===== config.mk =====
export PLATFORM = sky130hd
export DESIGN_NAME = parking_gate_controller_flat
export DESIGN_NICKNAME = d
export VERILOG_FILES = /design/src/rtl/parking_pkg.sv /design/src/rtl/parking_gate_controller_if.sv /design/src/rtl/gate_fsm.sv /design/src/rtl/parking_gate_controller.sv /design/src/flat_wrapper.sv
export SDC_FILE = /design/constraint.sdc
export NUM_CORES = 1
export LEC_CHECK = 0
export ABC_CLOCK_PERIOD_IN_PS = 1800
export CAP_MARGIN = 5
export CORE_ASPECT_RATIO = 2
export CORE_MARGIN = 1.5
export CORE_UTILIZATION = 45
export CTS_CLUSTER_SIZE = 25
export DETAILED_ROUTE_END_ITERATION = 10
export GPL_TIMING_DRIVEN = 0
export PLACE_DENSITY = 0.69
export SETUP_SLACK_MARGIN = 0.15
export SYNTH_ARGS = -nofsm -noshare
export SYNTH_HDL_FRONTEND = slang
export SYNTH_SLANG_ARGS = --single-unit

===== constraint.sdc =====
create_clock -name clk -period 1.8 [get_ports clk]
set_input_delay 0.18 -clock clk [delete_from_list [all_inputs] [get_ports clk]]
set_output_delay 0.18 -clock clk [all_outputs]
set_load 0.03 [all_outputs]

===== src/rtl/parking_pkg.sv =====
// -----------------------------------------------------------------------------
// parking_pkg
// Shared definitions for the parking gate controller:
//   - gate FSM state encoding (one encoding used by both gate instances)
//   - default timing constants for the barrier timeout and the "full" lamp
//   - sat_inc16: saturating increment used by the per-state cycle counters
// -----------------------------------------------------------------------------
package parking_pkg;

    typedef logic [2:0] gate_state_t;

    localparam gate_state_t ST_IDLE    = 3'd0;
    localparam gate_state_t ST_OPEN    = 3'd1;
    localparam gate_state_t ST_PASSING = 3'd2;
    localparam gate_state_t ST_DONE    = 3'd3;
    localparam gate_state_t ST_DENY    = 3'd4;

    localparam logic [15:0] DEFAULT_TIMEOUT_CYCLES = 16'd1000;
    localparam logic [15:0] DEFAULT_DENY_CYCLES    = 16'd50;

    // Counter increment that sticks at all-ones instead of wrapping.
    function automatic logic [15:0] sat_inc16(input logic [15:0] v);
        return (v == 16'hFFFF) ? v : v + 16'd1;
    endfunction

endpackage


===== src/rtl/parking_gate_controller_if.sv =====
// -----------------------------------------------------------------------------
// parking_gate_controller_if
// Bundles the gate sensors, the parking-manager vacancy flags and the
// controller outputs.
//   master : sensor / manager side (drives sensors and vacancy, reads results)
//   slave  : the controller (reads sensors and vacancy, drives results)
// -----------------------------------------------------------------------------
interface parking_gate_controller_if;

    // entry gate sensors
    logic entry_detect;
    logic entry_tag_valid;
    logic entry_tag_uni;
    logic entry_pass;
    // exit gate sensors
    logic exit_detect;
    logic exit_tag_valid;
    logic exit_tag_uni;
    logic exit_pass;
    // vacancy from the parking manager
    logic uni_is_vacated_space;
    logic is_vacated_space;
    // controller outputs
    logic entry_barrier_open;
    logic exit_barrier_open;
    logic entry_full_lamp;
    logic car_entered;
    logic is_uni_car_entered;
    logic car_exited;
    logic is_uni_car_exited;

    modport master (
        output entry_detect, entry_tag_valid, entry_tag_uni, entry_pass,
        output exit_detect, exit_tag_valid, exit_tag_uni, exit_pass,
        output uni_is_vacated_space, is_vacated_space,
        input  entry_barrier_open, exit_barrier_open, entry_full_lamp,
        input  car_entered, is_uni_car_entered, car_exited, is_uni_car_exited
    );

    modport slave (
        input  entry_detect, entry_tag_valid, entry_tag_uni, entry_pass,
        input  exit_detect, exit_tag_valid, exit_tag_uni, exit_pass,
        input  uni_is_vacated_space, is_vacated_space,
        output entry_barrier_open, exit_barrier_open, entry_full_lamp,
        output car_entered, is_uni_car_entered, car_exited, is_uni_car_exited
    );

endinterface


===== src/rtl/gate_fsm.sv =====
// -----------------------------------------------------------------------------
// gate_fsm
// One barrier gate: IDLE -> OPEN -> PASSING -> DONE -> IDLE, plus DENY when
// the space check is enabled and the tagged class has no free space.
// Optional feature macro: GATE_TIMEOUT_EN -- OPEN and PASSING give up and
// return to IDLE (no event) after TIMEOUT_CYCLES cycles in the state.
// Ports:
//   clk, reset      clock, asynchronous active-high reset
//   detect_i        car on the loop (level)
//   tag_valid_i     one-cycle tag read pulse, tag_uni_i is its class
//   pass_i          pass beam broken (level)
//   space_ok_i      vacancy for the class being tagged (used when CHECK_SPACE)
//   barrier_open_o  raise barrier (OPEN, PASSING)
//   full_lamp_o     lit while in DENY
//   event_o         one-cycle "car went through" pulse (DONE)
//   event_uni_o     latched class, qualified by event_o
// -----------------------------------------------------------------------------
module gate_fsm
    import parking_pkg::*;
#(
    parameter bit          CHECK_SPACE    = 1'b0,
    parameter logic [15:0] TIMEOUT_CYCLES = DEFAULT_TIMEOUT_CYCLES,
    parameter logic [15:0] DENY_CYCLES    = DEFAULT_DENY_CYCLES
) (
    input  logic clk,
    input  logic reset,
    input  logic detect_i,
    input  logic tag_valid_i,
    input  logic tag_uni_i,
    input  logic pass_i,
    input  logic space_ok_i,
    output logic barrier_open_o,
    output logic full_lamp_o,
    output logic event_o,
    output logic event_uni_o
);

`ifdef GATE_TIMEOUT_EN
    localparam bit TIMEOUT_EN = 1'b1;
`else
    localparam bit TIMEOUT_EN = 1'b0;
`endif

    gate_state_t state_q, state_d;
    logic        uni_q, uni_d;
    logic        pass_q;
    logic [15:0] cnt_q, cnt_d;

    logic pass_rise;
    logic pass_fall;
    logic timed_out;
    logic deny_done;

    // Edges are taken against the previous-cycle pass level, which keeps
    // updating in IDLE; a beam already broken when OPEN is entered is not
    // an edge.
    assign pass_rise = pass_i & ~pass_q;
    assign pass_fall = ~pass_i & pass_q;

    // Counter is 0 in the first cycle of a state, so leaving when it holds
    // N-1 keeps the state for exactly N cycles.
    assign timed_out = TIMEOUT_EN && (cnt_q >= TIMEOUT_CYCLES - 16'd1);
    assign deny_done = (cnt_q >= DENY_CYCLES - 16'd1);

    always_comb begin
        state_d = state_q;
        uni_d   = uni_q;
        case (state_q)
            ST_IDLE: begin
                if (tag_valid_i && detect_i) begin
                    uni_d   = tag_uni_i;
                    state_d = (CHECK_SPACE && !space_ok_i) ? ST_DENY : ST_OPEN;
                end
            end
            ST_OPEN: begin
                if (pass_rise)
                    state_d = ST_PASSING;
                else if (!detect_i || timed_out)
                    state_d = ST_IDLE;
            end
            ST_PASSING: begin
                if (pass_fall)
                    state_d = ST_DONE;
                else if (timed_out)
                    state_d = ST_IDLE;
            end
            ST_DONE: state_d = ST_IDLE;
            ST_DENY: begin
                if (deny_done)
                    state_d = ST_IDLE;
            end
            default: state_d = ST_IDLE;
        endcase
        cnt_d = (state_d != state_q) ? 16'd0 : sat_inc16(cnt_q);
    end

    always_ff @(posedge clk or posedge reset) begin
        if (reset) begin
            state_q <= ST_IDLE;
            uni_q   <= 1'b0;
            pass_q  <= 1'b0;
            cnt_q   <= 16'd0;
        end else begin
            state_q <= state_d;
            uni_q   <= uni_d;
            pass_q  <= pass_i;
            cnt_q   <= cnt_d;
        end
    end

    // Outputs decode the state directly so reset clears them at once.
    assign barrier_open_o = (state_q == ST_OPEN) || (state_q == ST_PASSING);
    assign full_lamp_o    = (state_q == ST_DENY);
    assign event_o        = (state_q == ST_DONE);
    assign event_uni_o    = (state_q == ST_DONE) && uni_q;

endmodule


===== src/rtl/parking_gate_controller.sv =====
// -----------------------------------------------------------------------------
// parking_gate_controller
// Two independent gate FSMs (entry with vacancy check / DENY, exit without).
// Optional feature macro: GATE_TIMEOUT_EN (see gate_fsm).
// Ports:
//   clk    single rising-edge clock
//   reset  asynchronous active-high reset
//   bus    parking_gate_controller_if.slave: gate sensors, vacancy flags,
//          barrier commands, full lamp, entry/exit event pulses with class
// -----------------------------------------------------------------------------
module parking_gate_controller
    import parking_pkg::*;
#(
    parameter logic [15:0] TIMEOUT_CYCLES = DEFAULT_TIMEOUT_CYCLES,
    parameter logic [15:0] DENY_CYCLES    = DEFAULT_DENY_CYCLES
) (
    input  logic                       clk,
    input  logic                       reset,
    parking_gate_controller_if.slave   bus
);

    logic entry_space_ok;
    logic entry_lamp;
    logic exit_lamp;

    // Vacancy of the class being presented, looked at in the tag cycle only.
    assign entry_space_ok = bus.entry_tag_uni ? bus.uni_is_vacated_space
                                              : bus.is_vacated_space;

    gate_fsm #(
        .CHECK_SPACE    (1'b1),
        .TIMEOUT_CYCLES (TIMEOUT_CYCLES),
        .DENY_CYCLES    (DENY_CYCLES)
    ) u_entry (
        .clk            (clk),
        .reset          (reset),
        .detect_i       (bus.entry_detect),
        .tag_valid_i    (bus.entry_tag_valid),
        .tag_uni_i      (bus.entry_tag_uni),
        .pass_i         (bus.entry_pass),
        .space_ok_i     (entry_space_ok),
        .barrier_open_o (bus.entry_barrier_open),
        .full_lamp_o    (entry_lamp),
        .event_o        (bus.car_entered),
        .event_uni_o    (bus.is_uni_car_entered)
    );

    gate_fsm #(
        .CHECK_SPACE    (1'b0),
        .TIMEOUT_CYCLES (TIMEOUT_CYCLES),
        .DENY_CYCLES    (DENY_CYCLES)
    ) u_exit (
        .clk            (clk),
        .reset          (reset),
        .detect_i       (bus.exit_detect),
        .tag_valid_i    (bus.exit_tag_valid),
        .tag_uni_i      (bus.exit_tag_uni),
        .pass_i         (bus.exit_pass),
        .space_ok_i     (1'b1),
        .barrier_open_o (bus.exit_barrier_open),
        .full_lamp_o    (exit_lamp),
        .event_o        (bus.car_exited),
        .event_uni_o    (bus.is_uni_car_exited)
    );

    // The exit instance never enters DENY, so its lamp term is always 0;
    // it is merged so the lamp reflects any gate in DENY.
    assign bus.entry_full_lamp = entry_lamp | exit_lamp;

endmodule


===== src/flat_wrapper.sv =====
// flat-port wrapper written by rule: the top's interface ports become plain ports
module parking_gate_controller_flat import parking_pkg::*;
#(
    parameter logic [15:0] TIMEOUT_CYCLES = DEFAULT_TIMEOUT_CYCLES,
    parameter logic [15:0] DENY_CYCLES    = DEFAULT_DENY_CYCLES
)
  (clk, reset, bus_entry_detect, bus_entry_tag_valid, bus_entry_tag_uni, bus_entry_pass, bus_exit_detect, bus_exit_tag_valid, bus_exit_tag_uni, bus_exit_pass, bus_uni_is_vacated_space, bus_is_vacated_space, bus_entry_barrier_open, bus_exit_barrier_open, bus_entry_full_lamp, bus_car_entered, bus_is_uni_car_entered, bus_car_exited, bus_is_uni_car_exited);
  parking_gate_controller_if bus_i ();
  input  logic clk;
  input  logic reset;
  input wire logic [$bits(bus_i.entry_detect)-1:0] bus_entry_detect;
  input wire logic [$bits(bus_i.entry_tag_valid)-1:0] bus_entry_tag_valid;
  input wire logic [$bits(bus_i.entry_tag_uni)-1:0] bus_entry_tag_uni;
  input wire logic [$bits(bus_i.entry_pass)-1:0] bus_entry_pass;
  input wire logic [$bits(bus_i.exit_detect)-1:0] bus_exit_detect;
  input wire logic [$bits(bus_i.exit_tag_valid)-1:0] bus_exit_tag_valid;
  input wire logic [$bits(bus_i.exit_tag_uni)-1:0] bus_exit_tag_uni;
  input wire logic [$bits(bus_i.exit_pass)-1:0] bus_exit_pass;
  input wire logic [$bits(bus_i.uni_is_vacated_space)-1:0] bus_uni_is_vacated_space;
  input wire logic [$bits(bus_i.is_vacated_space)-1:0] bus_is_vacated_space;
  output wire logic [$bits(bus_i.entry_barrier_open)-1:0] bus_entry_barrier_open;
  output wire logic [$bits(bus_i.exit_barrier_open)-1:0] bus_exit_barrier_open;
  output wire logic [$bits(bus_i.entry_full_lamp)-1:0] bus_entry_full_lamp;
  output wire logic [$bits(bus_i.car_entered)-1:0] bus_car_entered;
  output wire logic [$bits(bus_i.is_uni_car_entered)-1:0] bus_is_uni_car_entered;
  output wire logic [$bits(bus_i.car_exited)-1:0] bus_car_exited;
  output wire logic [$bits(bus_i.is_uni_car_exited)-1:0] bus_is_uni_car_exited;
  assign bus_i.entry_detect = bus_entry_detect;
  assign bus_i.entry_tag_valid = bus_entry_tag_valid;
  assign bus_i.entry_tag_uni = bus_entry_tag_uni;
  assign bus_i.entry_pass = bus_entry_pass;
  assign bus_i.exit_detect = bus_exit_detect;
  assign bus_i.exit_tag_valid = bus_exit_tag_valid;
  assign bus_i.exit_tag_uni = bus_exit_tag_uni;
  assign bus_i.exit_pass = bus_exit_pass;
  assign bus_i.uni_is_vacated_space = bus_uni_is_vacated_space;
  assign bus_i.is_vacated_space = bus_is_vacated_space;
  assign bus_entry_barrier_open = bus_i.entry_barrier_open;
  assign bus_exit_barrier_open = bus_i.exit_barrier_open;
  assign bus_entry_full_lamp = bus_i.entry_full_lamp;
  assign bus_car_entered = bus_i.car_entered;
  assign bus_is_uni_car_entered = bus_i.is_uni_car_entered;
  assign bus_car_exited = bus_i.car_exited;
  assign bus_is_uni_car_exited = bus_i.is_uni_car_exited;
  parking_gate_controller #(.TIMEOUT_CYCLES(TIMEOUT_CYCLES), .DENY_CYCLES(DENY_CYCLES)) u_core (.clk(clk), .reset(reset), .bus(bus_i));
endmodule

* Yosys cells after proc, flatten, opt, wreduce, memory -nomap -nowiden
Cells that the tools add are included.
** Storage, ports and cells
- ROM bits :: 0
- Word-level logic and storage cells :: 63
- Output and inout bits :: 7
- Bits in writable memories :: 0
- Register bits :: 42
- Input bits :: 12
- Latch bits :: 0
- Memories kept :: 0
** Operators by class
- $mul :: 0
- Shift operators :: 0
- Equality and inequality tests :: 14
- Bitwise operators :: 9
- Div/mod/pow operators :: 0
- Reductions and logical operators :: 10
- Mux-type cells :: 18
- Order comparisons :: 2
- Add/sub/neg operators :: 2
** Operator list (count)
- 16-bit 2-to-1 mux :: 4
- 3-bit 2-to-1 mux :: 11
- 16-bit by 1-bit adder with 16-bit output (second input constant) :: 2
- 16-bit equality test (second input constant) :: 2
- 16-bit by 6-bit >= comparator with 1-bit output (second input constant) :: 2
- 3-bit one-hot mux with 4 select lines :: 2
- 3-bit by 2-bit equality test with 1-bit output (second input constant) :: 4
- 3-bit by 1-bit equality test with 1-bit output (second input constant) :: 2
- 3-bit equality test (second input constant) :: 2
- 3-bit zero test :: 2
- 3-bit != test :: 2
- 1-bit bitwise AND :: 4
- 1-bit logical AND :: 4
- 2-bit != test (second input constant) :: 2
- 1-bit inverter :: 4
- 2-bit AND reduction :: 2
- 1-bit logical OR :: 2
- 1-bit 2-to-1 mux :: 1
- 1-bit OR :: 1

* Logic depth before layout (Yosys ltp)
- Word-level depth :: 6
- Depth in mapped cells :: 7
- Mapped depth without buffers :: 6

* Cells and area by module
A second synthesis with hierarchy kept.
** Second synthesis, totals
- Cell total of the unflattened synthesis :: 271
- Area, all modules :: 2611.3 sq um
** By module, submodules not included
- gate_fsm at u_core.u_exit :: times used 1, area each 1297.5 sq um, seq. area each 525.5 sq um, cells an instance 137
- gate_fsm at u_core.u_entry :: times used 1, area each 1288.7 sq um, seq. area each 525.5 sq um, cells an instance 131
- parking_gate_controller :: times used 1, area each 25.0 sq um, seq. area each 0.0 sq um, cells an instance 3

* Worst setup path after synthesis
No wires, ideal clock.
- Path type :: reg2reg
- From :: register u_core.u_exit.cnt_q[0]
- To :: register u_core.u_exit.cnt_q[9]
- Period minus slack after synthesis :: 1.865 ns
- Buffers on the path :: 1
- Arrival :: 1.765 ns
- Path slack :: -0.065 ns
- Data required time :: 1.699 ns
- Cell stages (with the launch flop) :: 7
- Setup time :: 0.101 ns
- Path through :: dfrtp_1 -> ha_1 -> nor4b_2 -> o21ai_2 -> o41a_4 -> buf_6 -> nor4_1
** Between the ends
- Longest elaborated chain between the ends :: 5
- Elaborated cells between the ends (all ways) :: 9
- Classes of those cells :: add/sub (1); order compare (1); eq/ne (3); mux (4)
** RTL lines
- start: declaration :: line gate_fsm.sv:47 : logic [15:0] cnt_q, cnt_d;
- start signal: assignment :: line gate_fsm.sv:107 : cnt_q <= cnt_d;
- 16-bit by 6-bit >= comparator with 1-bit output :: line gate_fsm.sv:63 : assign deny_done = (cnt_q >= DENY_CYCLES - 16'd1);
- 3-bit 2-to-1 mux :: line gate_fsm.sv:89 : if (deny_done)
- 3-bit one-hot mux with 4 select lines :: line gate_fsm.sv:68 : case (state_q)
- 3-bit != test :: line gate_fsm.sv:94 : cnt_d = (state_d != state_q) ? 16'd0 : sat_inc16(cnt_q);
- 2-bit != test (no source line) or 16-bit 2-to-1 mux (tied branches)
Several ways; a longest one is shown, not always the timed one. The select of a mux whose other input is x is not followed.
A chain may end at the register's enable or synchronous reset.

* Final worst setup path
- From :: register u_core.u_exit.cnt_q[0]
- To :: register u_core.u_exit.cnt_q[0]
Same word-level chain as after synthesis.

==> run summary <==
The startpoint-to-endpoint class of the critical path is reg -> reg. The horizontal die dimension is 56.96 microns. Across every metal layer, demand over resource in global routing totals 26.30%. Clock-pin slew was measured on the worst setup and hold paths at 0.06 ns. The synthesized design contains 42 register bits. The max-slew headroom at the worst pin is 59.55%. The post-synthesis net count came out at 299. The mapped netlist covers 2620 sq um. The startpoint of the worst setup timing path is u_core.u_exit.cnt_q[0]$_DFFE_PP0P_.

The largest area contributor in the netlist is dfrtp_1. The worst register-to-register path begins at u_core.u_exit.cnt_q[0]$_DFFE_PP0P_. The via count of the first global-routing pass came out at 2632. Each instance of the synthesized netlist takes up on average 9.324 sq um. The static leakage power is 1.530 nW. The final number of max-transition violations is 0.

In the synthesized netlist the dominant register cell turns out to be dfrtp_1. Synthesis produced 281 cells. For this block, the initial DRC count from the detailed router was 176. The total number of vias came out at 2581. The final total negative setup slack is -1.821 ns. In this run the clock root is driven by a clkbuf_16. In the routed design, unresolved DRC markers number 0.

The share of final-layout standard cells stronger than drive strength 1 came out at 43.77%. The final antenna-violating net count came out at 0. The final reports fail on setup timing. The count of final hold-check violations came to 0. The final RePlAce weighted congestion came out at 0.8880. STA classifies the critical path startpoint as a flip-flop. The die is 110.9 microns tall.

Before antenna repair, the detailed router went through 4 iterations. The endpoint of the worst register-to-register path is u_core.u_exit.cnt_q[0]$_DFFE_PP0P_. The worst setup path is captured at a flip-flop. The post-synthesis async set-or-reset flop share came out at 100.0%.

The clock passes through at most 2 buffers. The placed instances occupy a cell area of 2934 sq um. The worst supply voltage drop on vdd is 1139 uV. Relative to the synthesized area, the layout overhead comes to 51.00%. By instance count, the leading cell after synthesis is dfrtp_1.

Once routing completed, OpenROAD measured the worst setup slack at -0.1503 ns. The tree built by TritonCTS fans out to 42 sinks. The routed length per instance is 20.19 microns. The commonest cells after synthesis are 42 x dfrtp_1, 23 x nand2_1, 21 x nor2_1, 20 x nor4_1.

The I/O pin total came out at 19. The initial antenna violation count is 0. In this run the worst hold path is classified as in -> async. The flow ran to the end, but the final reports show violations.

Yosys attributes the largest share of cell area to dfrtp_1 40%, nor4_1 4.8%, nand2_1 3.3%. In this run, post-CTS hold repair placed 0 buffers. After floorplanning, the core was divided into 39 placement rows. The fraction of the core area covered by cells at the end of the flow came out at 69.89%.

The number of setup violations in the final report came out at 25. 0 antenna diodes ended up in the layout. The top cell type's share of synthesized area is 40.11%. The sequential share of the synthesized area is 40.11%. Counting distinct cell types in the post-synthesis netlist gives 56. The actual slew at the worst max-slew pin came out at 0.6053 ns. The total number of nets in the final design is 362. The number of CTS-inserted buffers is 5. The fraction of the cycle the final worst path needs came out at 108.4%. The worst clock skew on the final layout came out at 0.005844 ns. Once the floorplan was initialized, standard cells occupied 46.29% of the core. The number of port buffers is 18.

The slack of the worst reg-to-reg path is -0.15 ns. The warning count from the yosys run came out at 0. The shortest period the worst path allows came out at 1.950 ns. For the worst-skew pair, the clock arrives at the later sink with an insertion delay of 0.28 ns. The number of violations of the max-capacitance limit is 0. The maximum clock frequency came out at 512.7 MHz. The number of cells traversed by the worst register-to-register path is 6. The placed wire-length estimate came out at 4.979 mm. The post-detailed-route via-to-cell ratio came out at 6.357. The final wirelength is 8.197 mm. Yosys mapped a number of flops with a built-in enable equal to 0. Entering global routing, the biggest net connects 26 pins. TritonCTS built the clock tree. The total power divided by cell area came out at 1037 nW/um^2. The area of the core came out at 5660 sq um. For the worst setup path, the data arrival time is 2.13 ns. Setup repair after global routing could not meet its margin everywhere. The H-tree level count came out at 2. The required time of the critical path is 1.98 ns. The critical-path maximum fanout is 10. The critical path ends at u_core.u_exit.cnt_q[0]$_DFFE_PP0P_. The overflow left after global routing came out at 0.

The total die area is 6317 sq um. The first global-routing pass estimated 13.08 mm of wire. After routing the design area is 3956 sq um.
timing repair:
action	CTS	global route
endpoints found under the setup margin	39	36
gates cloned	2	0
buffers inserted	28	7
gates resized for setup	99	53
pin swaps	12	5
registers in the layout (all words and copies together) (netlist names):
name                    flops
u_core.u_exit.cnt_q        16
u_core.u_exit.uni_q         1
u_core.u_entry.pass_q       1
u_core.u_entry.state_q      3
u_core.u_entry.uni_q        1
u_core.u_entry.cnt_q       16
u_core.u_exit.state_q       3
u_core.u_exit.pass_q        1
cells by family after synthesis:
kind of cell	after synthesis	share of synthesized area, %
buf+inv	23	4.250
fa+ha+maj	6	2.865
flops	42	40.11
simple gates	146	34.15
compound gates	57	16.00
xor+xnor	3	1.003
mux	4	1.624
worst max-delay path: stages (launching register included):
cell and delay (ns):
dfrtp_2 0.46, ha_4 0.18, nor4b_4 0.27, o21ai_2 0.10, o41a_4 0.42, buf_12 0.17
nor4_2 0.24
metrics by stage:
| stage | std cells | setup slack, ns | total power, mW | hold slack, ns |
|---|---|---|---|---|
| floorplan | 281 | 0.004251 | 1.972 | 0.2114 |
| global placement | 360 | -0.4514 | 2.279 | 0.4797 |
| detailed placement | 361 | -0.3462 | 2.312 | 0.4845 |
| CTS | 399 | -0.1248 | 3.804 | 0.2246 |
| global route | 406 | -0.2032 | 4.290 | 0.2741 |
| finish | 406 | -0.1503 | 4.101 | 0.2139 |
worst min path at each step:
stage                                     start  slack (ns)  depth (start not counted)                                   to
4_1_cts                                   reset        0.22                          2  u_core.u_entry.cnt_q[5]$_DFFE_PP0P_
5_1_grt                                   reset        0.27                          2  u_core.u_entry.cnt_q[5]$_DFFE_PP0P_
3_3_place_gp   u_core.u_entry.uni_q$_DFFE_PP0P_        0.48                          1     u_core.u_entry.uni_q$_DFFE_PP0P_
3_5_place_dp    u_core.u_exit.uni_q$_DFFE_PP0P_        0.48                          1      u_core.u_exit.uni_q$_DFFE_PP0P_
2_1_floorplan                    bus_entry_pass        0.21                          0      u_core.u_entry.pass_q$_DFF_PP0_
6_report                                  reset        0.21                          2  u_core.u_entry.cnt_q[5]$_DFFE_PP0P_
metal layers:
layer | up-vias | share of wire, % | track usage (%)
li1 | 1212 | - | -
met1 | 1293 | 35 | 27.03
met2 | 58 | 61 | 50.19
met3 | 18 | 1.8 | 3.384
met4 | 0 | 2.9 | 11.47
met5 | - | 0 | 0
power by group:
part / total (mW) / switching (mW) / internal [mW]
sequential: 1.31 / 0.215 / 1.09
combinational: 1.89 / 0.968 / 0.922
clock: 0.905 / 0.355 / 0.550
total: 4.10 / 1.54 / 2.56
cell type report:
cell class | count | area [sq um]
Multi-Input combinational cell | 216 | 1994
Fill cell | 387 | 1704
Sequential cell | 42 | 1069
Timing Repair Buffer | 56 | 514.2
Clock buffer | 7 | 142.6
Buffer | 13 | 115.1
Tap cell | 61 | 76.32
Inverter | 10 | 40.04
Clock inverter | 1 | 5.005
cell usage in the layout, fill, tap and decap left out, drive strengths merged, types with 2 or more instances in the layout:
master	n
nand2b	6
nand2	24
a2111oi	8
ha	6
nand3	12
nor3	12
and4	4
xnor2	2
nor4	25
inv	10
clkbuf	13
dlygate4sd2	2
mux2i	2
or4	3
and3	2
o41ai	2
a211oi	12
and2	4
nor3b	3
nor4b	5
a31oi	6
dfrtp	42
or3	5
nand3b	4
nor2b	2
o31a	2
o21ai	8
a21oi	11
o31ai	3
nor2	21
mux2	2
o22ai	2
buf	49
clkdlybuf4s50	11
nand4	9
No activity file was read; power rests on OpenSTA's default activity.
==> variant 1, RTL diff (config.mk and constraints unchanged) <==
The parameter `CHECK_SPACE` goes from 1'b1 to 1'b0.
--- a/src/rtl/parking_gate_controller.sv
+++ b/src/rtl/parking_gate_controller.sv
@@ -28,7 +28,7 @@
                                               : bus.is_vacated_space;
 
     gate_fsm #(
-        .CHECK_SPACE    (1'b1),
+        .CHECK_SPACE    (1'b0),
         .TIMEOUT_CYCLES (TIMEOUT_CYCLES),
         .DENY_CYCLES    (DENY_CYCLES)
     ) u_entry (
Formal check against the unedited RTL: not equivalent (a bounded check fails within 4 cycles, from zero or initial values and one cycle with reset high).
==> variant 1 against the unedited design <==
  * Non-clock buffer count is 11 lower
  * The run still ends with setup timing left
  * Total power is 14% lower
  * Design area is 4.1% lower
  * Synthesized area is 1.7% lower
  * Sequential share of layout area is 1.2 points higher
  * Sequential cell count stayed put
  * Synthesized cell count is 5.3% lower
  * Wire length is 9.4% lower
  * Worst setup slack worse by 0.031 ns
==> variant 1: results (changes against the unedited design) <==
Status - finished, violations left (unchanged)
Failing checks - setup timing (unchanged)
Syn nets - 284 (was 299)
Biggest registers after layout - u_core.u_entry.cnt_q (16), u_core.u_exit.cnt_q (16) (unchanged)
Initial antenna violation count - 0 (unchanged)
Clock buffer depth - 2 (unchanged)
Drt total wl - 7430 um (was 8200 um)
Vias in the first global route - 2458 (was 2632)
Total Routing Usage GR - 23.8% (was 26.3%)
Clock Latency Late Sink - 0.30 ns (was 0.28 ns)
Async set or reset register ratio after synthesis - 100% (unchanged)
Synth warn - 0 (unchanged)
Crit path max-delay cell type - or4_4 (was dfrtp_2)
# port buffers - 16 (was 18)
Drt pass-1 iters - 4 (unchanged)
VDD IR max - 0.961 mV (was 1.14 mV)
Crit-path leading delay family - compound AO/OA/AOI/OAI gates (unchanged)
Share of layout cells above drive strength 1 - 46.6% (was 43.8%)
Violation count after the first detailed-routing iteration - 100 (was 176)
Clock transition at the registers of the reported paths - 0.08 ns (was 0.06 ns)
Critical Path AT - 2.20 ns (was 2.13 ns)
Final Wtd Congestion - 0.854 (was 0.888)
Layout Nets - 343 (was 362)
Largest net degree at the start of global routing - 27 (was 26)
Root buffer cell - clkbuf_8 (was clkbuf_16)
Seq/Total Area, Yosys - 40.8% (was 40.1%)
Leak - 1.42 nW (was 1.53 nW)
Number of clock buffers inserted by TritonCTS - 5 (unchanged)
Crit-path max FO - 6 (was 10)
CTS H-Tree Depth - 2 (unchanged)
Top post-synthesis cells by area - dfrtp_1 41%, a211oi_1 4.1%, nor3_1 3.9%, ha_1 2.9%, nand2_1 2.8% (was dfrtp_1 40%, nor4_1 4.8%, nand2_1 3.3%, a211oi_1 3.2%, nor2_1 3.0%)
Post-Route Skew - 0.00438 ns (was 0.00584 ns)
First-pass GRT wire length - 11500 um (was 13100 um)
Final setup violation count - 31 (was 25)
Min-Delay Path Class - input port to async pin (unchanged)
Final WS setup - -0.181 ns (was -0.150 ns)
Total number of vias - 2440 (was 2581)
Most frequent cells after synthesis - 42 x dfrtp_1, 20 x nor3_1, 19 x nand2_1 (was 42 x dfrtp_1, 23 x nand2_1, 21 x nor2_1)
Max incr delay on CP - 0.56 ns (was 0.46 ns)
Antenna diodes - 0 (unchanged)
HPWL after DPL - 4710 um (was 4980 um)
Max-Slew Margin vs Limit - 69.0% (was 59.5%)
Yosys cell types - 53 (was 56)
## variant 1: worst reg2reg max path: stages, from the launching register on
cell and delay (ns):
dfrtp_2 0.46, or4_4 0.56, o32a_4 0.43, buf_6 0.13, buf_12 0.12, a211oi_2 0.19
## variant 1: where the power goes
group	switching [W]	internal (W)	total [W]
clock	0.000331	0.000297	0.000628
sequential	0.000199	0.00108	0.00128
combinational	0.000855	0.000786	0.00164
total	0.00139	0.00216	0.00355
## variant 1: final cells by class
class	count	area, um2
buffer	6	68.8
clock buffer	6	82.6
fill	395	1670
inverter	16	65.1
multi-input combinational	202	1940
sequential	42	1070
tap	60	75.1
timing repair buffer	52	488
## variant 1: per-stage QoR
step	TNS, ns	std cells	cell area, um2	power [W]	setup WS [ns]
floorplan	0	266	2760	0.00196	0.0561
global placement	-19.74	342	2990	0.00223	-0.315
detailed placement	-7.12	343	3010	0.00226	-0.293
CTS	-1.96	368	3490	0.00326	-0.173
global route	-4.51	384	3790	0.00372	-0.249
finish	-3.05	384	3790	0.00355	-0.181
## variant 1: logic make-up (layout without fill, tap and decap cells)
kind of cell | Yosys count | after routing | share of synthesized area [%]
AND/OR/NAND/NOR | 127 | 127 | 30.9
AO/OA/AOI/OAI | 56 | 56 | 16.7
flip-flops | 42 | 42 | 40.8
buffers and inverters | 22 | 80 | 3.89
multiplexers | 7 | 7 | 2.82
adder cells (fa/ha/maj) | 6 | 6 | 2.91
XOR/XNOR | 6 | 6 | 2.04
## variant 1: layer usage
metal  part of all wire [%]  global-route usage (%)
met5                      0                       0
met4                    2.8                    10.2
met3                    2.9                    3.03
met2                     60                    48.6
met1                     34                    22.7
## variant 1: final timing paths
path	startpoint	to	slack (ns)	cells after the start
max	u_core.u_entry.cnt_q[8]$_DFFE_PP0P_	u_core.u_entry.cnt_q[15]$_DFFE_PP0P_	-0.18	5
max reg2reg	u_core.u_entry.cnt_q[8]$_DFFE_PP0P_	u_core.u_entry.cnt_q[15]$_DFFE_PP0P_	-0.18	5
min	reset	u_core.u_exit.cnt_q[11]$_DFFE_PP0P_	0.18	2
min in group clk	bus_exit_pass	u_core.u_exit.pass_q$_DFF_PP0_	0.37	1
max in group asynchronous	reset	u_core.u_entry.cnt_q[8]$_DFFE_PP0P_	1.13	3
min reg2reg	u_core.u_entry.uni_q$_DFFE_PP0P_	u_core.u_entry.uni_q$_DFFE_PP0P_	0.51	1
## variant 1: timing repair
| action | 4_1_cts | 5_1_grt |
|---|---|---|
| gates resized for setup | 70 | 52 |
| buffers inserted | 17 | 16 |
| pin swaps | 7 | 14 |
| gates cloned | 2 | 0 |
| setup endpoints to repair | 39 | 38 |
==> variant 2, RTL diff (same flow settings) <==
Without the edit above. Make the reset (`reset`) synchronous in one clocked block. Comments in the files are not updated.
--- a/src/rtl/gate_fsm.sv
+++ b/src/rtl/gate_fsm.sv
@@ -94,7 +94,7 @@
         cnt_d = (state_d != state_q) ? 16'd0 : sat_inc16(cnt_q);
     end
 
-    always_ff @(posedge clk or posedge reset) begin
+    always_ff @(posedge clk) begin
         if (reset) begin
             state_q <= ST_IDLE;
             uni_q   <= 1'b0;
Formal check against the unedited RTL: differs if reset is asserted again (counterexample within 4 cycles, from zero or initial values and one cycle with reset high); with reset held inactive, the same outputs for 10 cycles.
==> variant 2 against the unedited design <==
  * The flow still finishes with violations (setup timing)
  * Die area is 6.9% lower
  * Design area is 1.1% lower
  * Wire length is 2.4% higher
  * Worst setup slack better by 0.036 ns
  * Final cell count stayed put
  * First-iteration DRC count is 53% lower
  * Synthesized area is 7.2% lower
  * Critical path depth is 2 lower
  * Sequential cell count stayed put
  * Utilization is 5.6 points higher
  * Via count is 1.9% higher
  * Synthesized cell count is 1.8% lower
Power is not compared: it rests on default switching activity, and its combinational part moved more than twofold at a synthesized area within 25%.
==> variant 2: results (changes against the unedited design) <==
GRT met3 Usage - 4.32% (was 3.38%)
Crit-path leading delay family - simple AND/OR/NAND/NOR gates (was compound AO/OA/AOI/OAI gates)
Final Wtd Congestion - 0.810 (was 0.888)
Total Routing Usage GR - 26.2% (was 26.3%)
Post-Route Skew - 0.00949 ns (was 0.00584 ns)
Final setup TNS - -0.946 ns (was -1.82 ns)
Final WS setup - -0.114 ns (was -0.150 ns)
Seq/Total Area, Yosys - 34.6% (was 40.1%)
Cell taking the most area after synthesis - dfxtp_1 (was dfrtp_1)
Hold Worst Slack - 0.476 ns (was 0.214 ns)
Depth of the worst register-to-register path - 4 (was 6)
Drt total wl - 8390 um (was 8200 um)
HPWL after DPL - 4660 um (was 4980 um)
Status - finished, violations left (unchanged)
Final setup violation count - 16 (was 25)
Async set or reset register ratio after synthesis - 0% (was 100%)
Crit-path max FO - 7 (was 10)
Layout Nets - 365 (was 362)
Min-Delay Path Class - register to register (was input port to async pin)
Failing checks - setup timing (unchanged)
Met1 wire length - 2660 um (was 2830 um)
Met2 WL post-DR - 5170 um (was 4980 um)
Share of layout cells above drive strength 1 - 50.0% (was 43.8%)
Most frequent cells after synthesis - 42 x dfxtp_1, 24 x nand2_1, 19 x nor3_1 (was 42 x dfrtp_1, 23 x nand2_1, 21 x nor2_1)
First-pass GRT wire length - 11300 um (was 13100 um)
variant 2: power breakdown:
part / switching, W / total, W / leakage [nW] / internal, W
Combinational: 0.000177 / 0.000351 / 0.917 / 0.000174
Clock: 0.000331 / 0.000740 / 0.0579 / 0.000409
Sequential: 0.0000306 / 0.000981 / 0.355 / 0.000950
Total: 0.000539 / 0.00207 / 1.33 / 0.00153
variant 2: layout make-up:
type / instances / area share [%]
buffer: 8 / 2.37
clock buffer: 5 / 1.76
clock inverter: 3 / 1.02
inverter: 11 / 1.25
multi-input combinational: 215 / 53.6
sequential: 42 / 22.7
tap: 58 / 1.85
timing repair buffer: 64 / 15.5
variant 2: cells by family (layout without fill, tap and decap cells):
family | count (synthesis) | count (layout) | share of synthesized area, %
simple gates | 145 | 145 | 36.7
compound gates | 54 | 54 | 17.5
flops | 42 | 42 | 34.6
buf+inv | 19 | 91 | 4.07
mux | 8 | 8 | 3.29
fa+ha+maj | 6 | 6 | 3.09
xor+xnor | 2 | 2 | 0.721
